<file path="src/rtl/fifo_pkg.sv">
// Shared types and constants for the FIFO read-side packer.
package fifo_pkg;

    localparam int BYTE_W         = 8;
    localparam int MAX_WORD_BYTES = 8;

    typedef enum logic [1:0] {
        IDLE  = 2'd0,
        FETCH = 2'd1,
        OUT   = 2'd2
    } rd_state_t;

endpackage

</file>
<file path="src/rtl/fifo_rd_packer.sv">
// Self-pacing FIFO drain: pops bytes and packs them little-endian into words on valid/ready.
// Define FIFO_RD_FLUSH_EN to flush a partial word after TIMEOUT idle cycles.
module fifo_rd_packer
    import fifo_pkg::*;
#(
    parameter int WORD_BYTES = 4,
    parameter int TIMEOUT    = 16
) (
    input  logic                         rd_clk,
    input  logic                         reset_n,
    input  logic                         empty,
    input  logic [BYTE_W-1:0]            data_out,
    output logic                         rd,
    output logic [BYTE_W*WORD_BYTES-1:0] word_out,
    output logic [3:0]                   word_bytes,
    output logic                         word_valid,
    input  logic                         word_ready
);

    if (WORD_BYTES < 2 || WORD_BYTES > MAX_WORD_BYTES || TIMEOUT < 1 || TIMEOUT > 255) begin : g_bad_cfg
        $error("fifo_rd_packer: WORD_BYTES must be 2..8 and TIMEOUT 1..255");
    end

    rd_state_t                     r_state;
    rd_state_t                     w_state_nxt;
    logic [BYTE_W*WORD_BYTES-1:0]  r_lanes;
    logic [3:0]                    r_byte_cnt;
    logic [3:0]                    w_cnt_inc;
    logic                          w_timeout;

    assign w_cnt_inc = r_byte_cnt + 4'd1;

`ifdef FIFO_RD_FLUSH_EN
    logic [7:0] r_idle_cnt;

    assign w_timeout = (r_byte_cnt != 4'd0) && (r_idle_cnt == 8'(TIMEOUT - 1));

    // Counts only while a partial word is waiting on an empty FIFO.
    always_ff @(posedge rd_clk or negedge reset_n) begin
        if (!reset_n) begin
            r_idle_cnt <= 8'd0;
        end else if (r_state != IDLE) begin
            r_idle_cnt <= 8'd0;
        end else if (empty && r_byte_cnt != 4'd0) begin
            r_idle_cnt <= r_idle_cnt + 8'd1;
        end
    end
`else
    assign w_timeout = 1'b0;
`endif

    always_ff @(posedge rd_clk or negedge reset_n) begin
        if (!reset_n) begin
            r_state <= IDLE;
        end else begin
            // NOTE: sequential state uses non-blocking assignment so every flop samples pre-edge values.
            r_state <= w_state_nxt;
        end
    end

    // NOTE: every output of this block is given a default first, so no latch can be inferred.
    always_comb begin
        w_state_nxt = r_state;
        rd          = 1'b0;
        word_valid  = 1'b0;
        word_bytes  = 4'd0;
        case (r_state)
            IDLE: begin
                rd = !empty && reset_n;
                if (!empty) begin
                    w_state_nxt = FETCH;
                end else if (w_timeout) begin
                    w_state_nxt = OUT;
                end
            end
            FETCH: begin
                w_state_nxt = (w_cnt_inc == 4'(WORD_BYTES)) ? OUT : IDLE;
            end
            OUT: begin
                word_valid = 1'b1;
                word_bytes = r_byte_cnt;
                if (word_ready) begin
                    w_state_nxt = IDLE;
                end
            end
            default: w_state_nxt = IDLE;
        endcase
    end

    // The lane register is cleared on accept, so unused lanes of a flushed word read zero.
    always_ff @(posedge rd_clk or negedge reset_n) begin
        if (!reset_n) begin
            r_lanes    <= '0;
            r_byte_cnt <= 4'd0;
        end else begin
            case (r_state)
                FETCH: begin
                    for (int i = 0; i < WORD_BYTES; i++) begin
                        if (r_byte_cnt == 4'(i)) begin
                            r_lanes[i*BYTE_W +: BYTE_W] <= data_out;
                        end
                    end
                    r_byte_cnt <= w_cnt_inc;
                end
                OUT: begin
                    if (word_ready) begin
                        r_lanes    <= '0;
                        r_byte_cnt <= 4'd0;
                    end
                end
                default: ;
            endcase
        end
    end

    assign word_out = r_lanes;

endmodule

</file>
<file path="config.mk">
export PLATFORM = sky130hd
export DESIGN_NAME = fifo_rd_packer
export DESIGN_NICKNAME = d
export VERILOG_FILES = /design/src/rtl/fifo_pkg.sv /design/src/rtl/fifo_rd_packer.sv
export SDC_FILE = /design/constraint.sdc
export NUM_CORES = 1
export LEC_CHECK = 0
export CAP_MARGIN = 20
export CELL_PAD_IN_SITES_DETAIL_PLACEMENT = 1
export CELL_PAD_IN_SITES_GLOBAL_PLACEMENT = 1
export CORE_MARGIN = 4
export CORE_UTILIZATION = 25
export CTS_BUF_LIST = sky130_fd_sc_hd__clkbuf_4 sky130_fd_sc_hd__clkbuf_8
export CTS_CLUSTER_SIZE = 24
export DETAILED_ROUTE_END_ITERATION = 10
export PLACE_DENSITY_LB_ADDON = 0.1
export SETUP_SLACK_MARGIN = 0.5
export SYNTH_ARGS = -nofsm -noshare
export SYNTH_HDL_FRONTEND = slang
export SYNTH_SLANG_ARGS = --single-unit
</file>
<file path="constraint.sdc">
create_clock -name rd_clk -period 1.4 [get_ports rd_clk]
set_input_delay 0.28 -clock rd_clk [delete_from_list [all_inputs] [get_ports rd_clk]]
set_output_delay 0.28 -clock rd_clk [all_outputs]
set_load 0.1 [all_outputs]
</file>
**Word level (Yosys, flattened, before mapping)**

Cells that the tools add are included.
Widths: inputs -> output; s select.

- Word-level logic and storage cells: 45
- Output and inout bits: 38
- Input bits: 12
- Register bits after elaboration: 38

- Eq/ne operators: 12
- Reductions and logical operators: 11
- $add $sub $neg: 1
- Multiplexer cells: 15

Operators with widths:

| cell | number |
|---|---|
| $pmux 32 s2 | 1 |
| $mux 32 | 1 |
| $mux 8 | 4 |
| $ne 2x2->1 const B | 6 |
| $reduce_and 3->1 | 4 |
| $eq 4x2->1 const B | 2 |
| $mux 4 | 2 |
| $pmux 4 s2 | 1 |
| $mux 2 | 3 |
| $pmux 2 s3 | 1 |
| $add 4x1->4 const B | 1 |
| $eq 4x1->1 const B | 1 |
| $eq 4x3->1 const B | 1 |
| $logic_not 4->1 | 1 |
| $reduce_and 2->1 | 2 |
| $eq 2x1->1 const B | 1 |
| $eq 2x2->1 const B | 1 |
| $logic_not 2->1 | 1 |
| $mux 1 | 2 |
| $reduce_bool 2->1 | 1 |
| $logic_and 1x1->1 | 1 |
| $logic_not 1->1 | 1 |

**Logic depth before layout (Yosys ltp)**

- Depth in word-level cells: 4
- Mapped depth: 6
- Mapped depth without buffers: 4

**Least setup slack after synthesis**

No wires, ideal clock.

- Kind: register -> output
- Start point: reg r_state[1]
- End point: out word_bytes[2]
- Path slack: -1.774 ns
- Data required time: 1.120 ns
- Stages on the path, launching flop included: 5
- Data arrival time: 2.894 ns
- Path through: dfrtp_1 -> clkbuf_1 -> inv_1 -> nor2_1 -> and2_1

- Cells in the longest elaborated chain, start to end: 2

RTL lines:

| element | RTL line | text |
|---|---|---|
| start: declaration | fifo_rd_packer.sv:24 | `rd_state_t r_state;` |
| start signal: assignment | fifo_rd_packer.sv:57 | `r_state <= w_state_nxt;` |
| $eq 2x2->1 | fifo_rd_packer.sv:67 | `case (r_state)` |
| $mux 4 | fifo_rd_packer.sv:67 |  |
| end: declaration | fifo_rd_packer.sv:15 | `output logic [3:0] word_bytes,` |

Every way passes these cells.

**Final worst setup path**

- Start point: reg r_state[0]
- End point: out word_bytes[3]

Same word-level chain as after synthesis.

==> flow_metrics.py <==
metrics = {
    "timing": {
        "rsz0062_at_grt": "true",
        "fmax_mhz": 623.3,
        "finalSetupViolCount": 40,
        "finalHoldViolations": 0,
        "period_share": 1.146,
        "worst_pin_slew_ns": 0.5145,
        "max_slew_margin": 0.6570,
        "maxSlewViolCount": 0,
        "fin_crit_ns": 1.604,
        "finalClockSkew_ns": 0.01169,
        "finalWorstSetupSlack_ns": -0.2043,
    },
    "die": {
        "num_rows": 30,
        "design.die.area_um2": 8426,
        "initial_core_util": 0.2584,
        "die-height_um": 91.80,
        "core_um2": 6794,
        "die_w_um": 91.80,
        "num_io_pins": 50,
    },
    "critical_path": {
        "path_class": "register to output pin",
        "cp.arrival_ns": 1.32,
        "worst_path_max_delay_cell": "dfrtp_2",
        "required_ns": 1.12,
        "crit_chain": "buf_6 > nor2_4 > and2_4 > buf_12",
        "start_kind": "register",
        "critPathBufInv": 2,
        "slowest_delay_ns": 0.44,
        "critPathTopFamily": "flip-flops",
        "setup.worst_path.end_class": "output pin",
        "critPathMaxFanout": 3,
    },
    "finish": {
        "num-fill-cells": 699,
        "finalNetCount": 286,
        "areaGrowthSynthToFinish_pct": 101.6,
        "multi_input_area_um2": 905.9,
        "seqCellArea_um2": 1074,
        "design_area_um2": 3538,
        "final_common_cell": "buf_12",
        "drive_above_1_share": 0.6074,
        "antenna_cells": 0,
        "layout_common_cells": "buf_12, dfrtp_4, nand3_1, nand2_1, o21ai_1",
    },
    "routing": {
        "ant_nets": 0,
        "drtPass1Iterations": 4,
        "wl_per_cell_um": 17.09,
        "drtIter0Drc": 71,
        "routed_wl_mm": 6.256,
        "routed_via_density": 4.650,
        "vias": 1702,
        "route.detailed.drc": 0,
    },
    "yosys": {
        "ys_seq_elements": 38,
        "synthCells": 191,
        "ys_seq_area_frac": 0.5417,
        "yosysWarnings": 0,
        "synthTopCellsByArea": "dfrtp_1, nand3_1, o21ai_1, nand2_1, ha_1",
        "synth_top_area_share": 0.5417,
        "synth_top_cell_by_area": "dfrtp_1",
        "syn-cell-area_um2": 1755,
        "synth.distinct_cells": 23,
        "syn-mean-instance-area_um2": 9.191,
        "synth_nets": 208,
    },
    "clock_network": {
        "cts_buffer_depth": 2,
        "cts_buffers": 5,
        "clkSlewWorstSetupHoldPaths_ns": 0.08,
        "cts.htree.levels": 2,
        "cts.sinks": 38,
        "ctsRootBufferMaster": "clkbuf_8",
        "ctsHoldBuffers": 0,
        "cts_tree": "built",
        "clkLatencyLatePin_ns": 0.30,
    },
    "worst_hold_path": {
        "hold_path_class": "input pin to async pin",
    },
    "placed_design": {
        "portBuffers": 49,
        "postPlaceCellArea_um2": 3052,
        "gp_congestion": 0.7051,
        "post-place-ws_ns": -0.1642,
        "hpwl_mm": 4.043,
    },
    "run_status": {
        "status": "finished, violations left",
        "violations": "negative setup slack",
    },
    "global_route": {
        "grt_pass1_vias": 1843,
        "grt_util_all_layers": 0.1471,
        "grt_antenna_before_repair": 0,
        "grt_pass1_wl_mm": 9.708,
        "grt_max_degree": 39,
        "overflow": 0,
    },
    "flow_run": {
        "cap_violations": 0,
    },
}
==> area by class of cell <==
type	count	share of cell area
Tap cell	96	0.03395
Clock inverter	1	0.008487
Clock buffer	7	0.02369
Sequential cell	38	0.3034
Multi-Input combinational cell	133	0.2560
Inverter	3	0.004597
Timing Repair Buffer	88	0.3699
==> layer usage <==
metal | track usage | vias to the layer above | wire [µm] | share of wire
met5 | 0 | - | 0 | 0
met4 | 0.05569 | 0 | 168 | 0.027
met3 | 0.03445 | 12 | 229 | 0.037
met2 | 0.2355 | 32 | 3129 | 0.50
met1 | 0.1924 | 854 | 2728 | 0.44
li1 | - | 804 | - | -
==> stage by stage <==
stage / TNS [ns] / std cells / utilization / hold slack (ns)
3_3_place_gp: -0.1050 / 346 / 0.4492 / 0.4621
3_5_place_dp: -0.1986 / 346 / 0.4492 / 0.4560
2_1_floorplan: -1.115 / 191 / - / -0.01559
5_1_grt: -7.575 / 366 / 0.5208 / 0.1384
4_1_cts: -1.138 / 358 / 0.4834 / 0.1303
6_report: -5.420 / 366 / 0.5208 / 0.1018
==> Yosys cell counts <==
master     n
a21oi_1    4
nor2_1     3
clkbuf_1   7
or3_1      1
o21ai_0    2
nor3_1     3
nand3b_1   1
nand2_1   33
ha_1       5
xnor2_1    2
nor4b_4    1
o32ai_1    1
nand3_1   34
buf_2      9
inv_1      3
and2_1     7
dfrtp_1   38
a311oi_1   1
nand2b_1   1
o21ai_1   32
xor2_1     1
buf_6      1
nor2b_1    1
==> sequential cells by signal, indices dropped and copies added (netlist names) <==
signal / count
r_byte_cnt: 4
r_state: 2
word_out: 32
==> cells by family after synthesis <==
kind of cell / Yosys count / share of synthesized area
compound gates: 40 / 0.1183
flops: 38 / 0.5417
buf+inv: 20 / 0.05346
simple gates: 85 / 0.2359
xor+xnor: 3 / 0.01497
fa+ha+maj: 5 / 0.03564
==> worst register-to-register path, delay by kind of cell (launching register included) <==
kind                   cells  cell delay, ns
and+or+nand+nor            2            0.24
DFF                        1            0.44
AOI/OAI and AO/OA          1            0.07
buffers and inverters      5            0.70
==> final timing paths <==
check / start / slack [ns] / cells past startpoint / end
worst min register to register: r_state[0]$_DFFE_PN0P_ / 0.61 / 2 / r_state[0]$_DFFE_PN0P_
worst max-delay path: r_state[0]$_DFFE_PN0P_ / -0.20 / 4 / word_bytes[3]
worst max register to register: r_state[0]$_DFFE_PN0P_ / -0.15 / 8 / word_out[2]$_DFFE_PN0P_
max in group asynchronous: reset_n / 0.89 / 2 / word_out[31]$_DFFE_PN0P_
min in group rd_clk: r_state[0]$_DFFE_PN0P_ / 0.61 / 2 / r_state[0]$_DFFE_PN0P_
worst min-delay path: reset_n / 0.10 / 2 / word_out[6]$_DFFE_PN0P_
==> timing repair <==
item,in CTS,in global routing
cloned,0,4
pin swaps,7,3
setup endpoints to repair,76,75
setup buffers,4,4
resized for setup,21,37
Power is left out: the tool's default activity adds up to more than one toggle a clock period on the data nets, which glitch-free logic cannot reach.
